==> src/rtl/de_stage_reg.sv <==
// Decode-to-Execute stage register of the 5-stage MIPS core.
// Forwards RD1/RD2 against E/M results and latches decoded fields into E, with bubble insertion.
module de_stage_reg #(
  parameter logic [31:0] PC_RESET = 32'h00003000,
  parameter int          CNT_W    = 16
) (
  input  logic             clk,
  input  logic             reset,
  input  logic             stall,
  input  logic             flush,
  input  logic             d_valid,
  input  logic [31:0]      d_pc,
  input  logic [31:0]      d_instr,
  input  logic [4:0]       d_rs_addr,
  input  logic [4:0]       d_rt_addr,
  input  logic [31:0]      d_rd1,
  input  logic [31:0]      d_rd2,
  input  logic [31:0]      d_imm,
  input  logic [4:0]       d_wa,
  input  logic [1:0]       d_tnew,
  input  logic             e_fwd_en,
  input  logic [4:0]       e_fwd_wa,
  input  logic [31:0]      e_fwd_wd,
  input  logic             m_fwd_en,
  input  logic [4:0]       m_fwd_wa,
  input  logic [31:0]      m_fwd_wd,
  output logic [31:0]      d_rs_fwd,
  output logic [31:0]      d_rt_fwd,
  output logic             e_valid,
  output logic [31:0]      e_pc,
  output logic [31:0]      e_instr,
  output logic [31:0]      e_rs_val,
  output logic [31:0]      e_rt_val,
  output logic [31:0]      e_imm,
  output logic [4:0]       e_wa,
  output logic [1:0]       e_tnew,
  output logic [CNT_W-1:0] bubble_cnt
);

  // Younger producer (E) wins over M; register 0 always reads as zero.
  function automatic logic [31:0] fwd_sel(
    input logic [4:0]  addr,
    input logic [31:0] rd,
    input logic        e_en,
    input logic [4:0]  e_wa_i,
    input logic [31:0] e_wd,
    input logic        m_en,
    input logic [4:0]  m_wa_i,
    input logic [31:0] m_wd
  );
    logic [31:0] res;
    if (addr == 5'd0) begin
      res = 32'd0;
    end else if (e_en && (e_wa_i == addr)) begin
      res = e_wd;
    end else if (m_en && (m_wa_i == addr)) begin
      res = m_wd;
    end else begin
      res = rd;
    end
    return res;
  endfunction

  logic             e_valid_q,  e_valid_d;
  logic [31:0]      e_pc_q,     e_pc_d;
  logic [31:0]      e_instr_q,  e_instr_d;
  logic [31:0]      e_rs_val_q, e_rs_val_d;
  logic [31:0]      e_rt_val_q, e_rt_val_d;
  logic [31:0]      e_imm_q,    e_imm_d;
  logic [4:0]       e_wa_q,     e_wa_d;
  logic [1:0]       e_tnew_q,   e_tnew_d;
  logic [CNT_W-1:0] bubble_cnt_q, bubble_cnt_d;
  logic [31:0]      rs_fwd_s, rt_fwd_s;

  always_comb begin
    rs_fwd_s = fwd_sel(d_rs_addr, d_rd1, e_fwd_en, e_fwd_wa, e_fwd_wd, m_fwd_en, m_fwd_wa, m_fwd_wd);
    rt_fwd_s = fwd_sel(d_rt_addr, d_rd2, e_fwd_en, e_fwd_wa, e_fwd_wd, m_fwd_en, m_fwd_wa, m_fwd_wd);
  end

  always_comb begin
    e_valid_d    = e_valid_q;
    e_pc_d       = e_pc_q;
    e_instr_d    = e_instr_q;
    e_rs_val_d   = e_rs_val_q;
    e_rt_val_d   = e_rt_val_q;
    e_imm_d      = e_imm_q;
    e_wa_d       = e_wa_q;
    e_tnew_d     = e_tnew_q;
    bubble_cnt_d = bubble_cnt_q;

    if (stall || flush) begin
      // PC is kept even in a bubble so exceptions can still report it.
      e_valid_d  = 1'b0;
      e_pc_d     = d_pc;
      e_instr_d  = 32'd0;
      e_rs_val_d = 32'd0;
      e_rt_val_d = 32'd0;
      e_imm_d    = 32'd0;
      e_wa_d     = 5'd0;
      e_tnew_d   = 2'd0;
    end else begin
      e_valid_d  = d_valid;
      e_pc_d     = d_pc;
      e_instr_d  = d_instr;
      e_rs_val_d = rs_fwd_s;
      e_rt_val_d = rt_fwd_s;
      e_imm_d    = d_imm;
      e_wa_d     = d_valid ? d_wa : 5'd0;
      e_tnew_d   = d_tnew;
    end

    if (stall && (bubble_cnt_q != {CNT_W{1'b1}})) begin
      bubble_cnt_d = bubble_cnt_q + {{(CNT_W-1){1'b0}}, 1'b1};
    end else begin
      bubble_cnt_d = bubble_cnt_q;
    end
  end

  always_ff @(posedge clk) begin
    if (reset) begin
      e_valid_q    <= 1'b0;
      e_pc_q       <= PC_RESET;
      e_instr_q    <= 32'd0;
      e_rs_val_q   <= 32'd0;
      e_rt_val_q   <= 32'd0;
      e_imm_q      <= 32'd0;
      e_wa_q       <= 5'd0;
      e_tnew_q     <= 2'd0;
      bubble_cnt_q <= {CNT_W{1'b0}};
    end else begin
      e_valid_q    <= e_valid_d;
      e_pc_q       <= e_pc_d;
      e_instr_q    <= e_instr_d;
      e_rs_val_q   <= e_rs_val_d;
      e_rt_val_q   <= e_rt_val_d;
      e_imm_q      <= e_imm_d;
      e_wa_q       <= e_wa_d;
      e_tnew_q     <= e_tnew_d;
      bubble_cnt_q <= bubble_cnt_d;
    end
  end

  assign d_rs_fwd   = rs_fwd_s;
  assign d_rt_fwd   = rt_fwd_s;
  assign e_valid    = e_valid_q;
  assign e_pc       = e_pc_q;
  assign e_instr    = e_instr_q;
  assign e_rs_val   = e_rs_val_q;
  assign e_rt_val   = e_rt_val_q;
  assign e_imm      = e_imm_q;
  assign e_wa       = e_wa_q;
  assign e_tnew     = e_tnew_q;
  assign bubble_cnt = bubble_cnt_q;

endmodule

==> config.mk <==
export PLATFORM = sky130hd
export DESIGN_NAME = de_stage_reg
export DESIGN_NICKNAME = d
export VERILOG_FILES = /design/src/rtl/de_stage_reg.sv
export SDC_FILE = /design/constraint.sdc
export NUM_CORES = 1
export LEC_CHECK = 0
export CORE_AREA = 2 2 197 199
export CTS_CLUSTER_DIAMETER = 200
export CTS_CLUSTER_SIZE = 10
export DETAILED_ROUTE_END_ITERATION = 12
export DIE_AREA = 0 0 199 201
export DONT_BUFFER_PORTS = 1
export HOLD_SLACK_MARGIN = 0.03
export SLEW_MARGIN = 20
export SYNTH_ARGS = -nofsm -noshare
export SYNTH_HDL_FRONTEND = slang
export SYNTH_SLANG_ARGS = --single-unit
==> constraint.sdc <==
create_clock -name clk -period 5.1 [get_ports clk]
set_input_delay 0.255 -clock clk [delete_from_list [all_inputs] [get_ports clk]]
set_output_delay 0.255 -clock clk [all_outputs]
set_load 0.05 [all_outputs]
==> results.md <==
- Post-CTS setup buffers: 0
- First-pass GRT wire length: 45.55 mm
- Mapped Avg Cell Area: 9.101 um^2
- Vias in the first global route: 6686
- Critical path data arrival time: 2640 ps
- R2R Path End: bubble_cnt[15]
- Clk_lat worst skew: 460 ps
- # rows: 72
- Full die area: 40000 um^2
- Setup violations, final: 0
- Vias: 6686
- Max-slew violations: 0
- Largest net degree at the start of global routing: 97
- Cells on Worst Hold Path: 2
- Syn-to-layout area delta: 30.61%
- GRT Resource Usage Total: 15.98%
- DRT Wirelength: 32.75 mm
- Crit-path cells: xor2_1 > nor4_1 > and3_4 > buf_4 > a221o_1 > and2_1
- Critical Path End Type: output port
- DR iter-0 viols: 382
- Status: finished clean
- Total gr overflow: 0
- TritonCTS sink count: 184
- Initial core utilization: 20.32%
- R2R Path Start: bubble_cnt[0]
- Clock transition at the registers of the reported paths: 80 ps
- Fraction of layout instances using a drive strength above 1: 5.808%
- Initial antenna violation count: 6
- CP top delay family: simple AND/OR/NAND/NOR gates
- Fin nets: 1193
- Worst slew pin tran: 1076 ps
- Crit start category: input port
- Maximum clock rate: 0.3460 GHz
- Hold Path Class: input port to register
- Asr flop ratio synth: 0%
- Worst reg-to-reg setup slack: 2860 ps
- Tmin final: 2890 ps
- Total CTS buffers: 17
- CP max FO: 77
- Post-Syn Nets: 1110
- Clock tree buffer depth: 2
- Synth Flop Type: dfxtp_1
- Routed len/inst: 22.29 um
- Setup tns final: 0 ps
- CTS tree: built
- Die W: 199 um
- DP Wirelength: 23.71 mm
- Register area share after synthesis: 47.56%
- CTS H-tree lvls: 4
- Pwr Density: 350.2 nW/um^2
- Hold violation total from the final report: 0
- Min-delay src: d_rd2[2]
- DP Worst Slack: 2261 ps
- Max_cap viols: 0
- Placer Congestion: 0.9128
- Period utilisation layout: 56.67%
- DR DRC count: 0
- I/O pin count: 506
- Most common cell after layout, fill and taps aside: and2_1
- DRT antenna net count: 0
- Slew HR: 28.07%
- Crit path buf inv count: 1
- Post_cts resized: 0
- Required time worst endpoint: 4850 ps
- Setup WS post-layout: 2210 ps
- YS warnings: 0
- WS Path Type: input port to output port
- Drt first pass iters: 5
- Max incr delay on CP: 790 ps
- Avg Vias per Cell: 4.551
- Number of fill cells: 4004
- Die Y: 201 um
- Hold_buf cts: 121
- Core footprint: 38110 um^2
- Peak supply drop: 0.2221 mV
- RSZ-0062 raised after global routing: no
- Clock root buffer: clkbuf_16
- Syn Std Cell Area: 7745 um^2
- Netlist cell types: 34
- Mapped Cells: 851
- Layout Utilization: 26.55%
- Worst-path cell with the longest stage delay: and3_4
- Lkg Pwr: 3.882 nW
- Register bit total from synthesis: 184
- Hold endpoint: e_rt_val[2]
- IO Port Bufs: 0
- Number of synthesized flops with an enable pin: 0
- R2r worst-path depth: 5
- Final Skew: 11.71 ps
- Most frequent cells in the layout: and2_1, dfxtp_1, a21oi_1
==> synth_stat cells (2+ instances only) <==
cell	instances	area, um^2
and2_1	227	1420
dfxtp_1	184	3684
a21oi_1	134	670.6
a221o_1	64	640.6
clkbuf_1	43	161.4
inv_1	34	127.6
nor2b_1	31	193.9
xnor2_1	22	192.7
nor2_1	20	75.07
buf_2	18	90.09
nand2_1	12	45.04
xor2_1	8	70.07
and3_1	7	43.79
nor3_1	7	35.03
nand3_1	6	30.03
nand4_1	4	25.02
buf_6	3	33.78
mux2i_1	3	30.03
or3_1	3	18.77
a31oi_1	2	12.51
and4_1	2	17.52
nor4_1	2	12.51
o21ai_1	2	10.01
or2_2	2	12.51
or4_1	2	15.01
==> sequential cells by signal (all words and copies together) (netlist names) <==
register,count
e_pc,32
e_tnew,2
bubble_cnt,16
e_instr,32
e_rt_val,32
e_rs_val,32
e_wa,5
e_imm,32
e_valid,1
==> per-stage QoR <==
step                cell area, um^2  power (mW)  hold slack (ps)  std cells
finish                        10120       3.542            70.22       1469
floorplan                      7745       2.021            358.8        851
global route                  10110       3.689            43.74       1468
detailed placement             8244       2.092            333.3       1311
CTS                           10090       3.595            30.14       1464
global placement               8217       2.088            330.9       1310
==> cell type report <==
cell class              instances  area [um^2]  share of cell area [%]
well taps                     518        648.1                   6.407
inverters                      34        127.6                   1.262
repair buffers                129         1314                   12.99
diodes                          4        10.01                 0.09895
flip-flops and latches        184         3684                   36.41
clock inverters                14        181.4                   1.793
clock buffers                  18        439.2                   4.341
multi-input cells             568         3712                   36.70
==> where the power goes <==
group / leakage [nW] / total, mW / internal (mW) / switching, mW
Combinational: 2.08 / 0.479 / 0.171 / 0.308
Sequential: 1.50 / 1.67 / 1.48 / 0.186
Clock: 0.296 / 1.40 / 0.719 / 0.677
Total: 3.88 / 3.54 / 2.37 / 1.17
==> how the worst max path moves through the flow <==
stage | cells past startpoint | endpoint | from | slack (ps)
after floorplan | 7 | bubble_cnt[2] | bubble_cnt[0] | 2970
after global placement | 5 | d_rs_fwd[29] | d_rs_addr[1] | 2310
after detailed placement | 6 | d_rs_fwd[24] | d_rs_addr[1] | 2260
after CTS | 6 | d_rs_fwd[24] | d_rs_addr[1] | 2260
after global routing | 6 | d_rs_fwd[25] | d_rs_addr[1] | 1920
final | 6 | d_rs_fwd[25] | d_rs_addr[1] | 2210
==> metal layers <==
metal	track usage, %	vias to the layer above	share of wire (%)	wire, um
met2	27.87	418	50	16330
met4	9.408	2	4.7	1553
li1	-	3044	-	-
met1	16.65	3151	37	12020
met3	5.192	71	8.6	2826
met5	0	-	0.049	16
==> kinds of logic (layout without fill, tap and decap cells) <==
| group | Yosys count | in the layout | share of synthesized area (%) |
|---|---|---|---|
| compound gates | 204 | 204 | 17.38 |
| mux | 3 | 3 | 0.3877 |
| flops | 184 | 184 | 47.56 |
| xor+xnor | 30 | 30 | 3.393 |
| fa+ha+maj | 1 | 1 | 0.1615 |
| other cells | 0 | 4 | 0 |
| buf+inv | 99 | 195 | 5.380 |
| simple gates | 330 | 330 | 25.73 |
No activity file was read; power rests on OpenSTA's default activity.
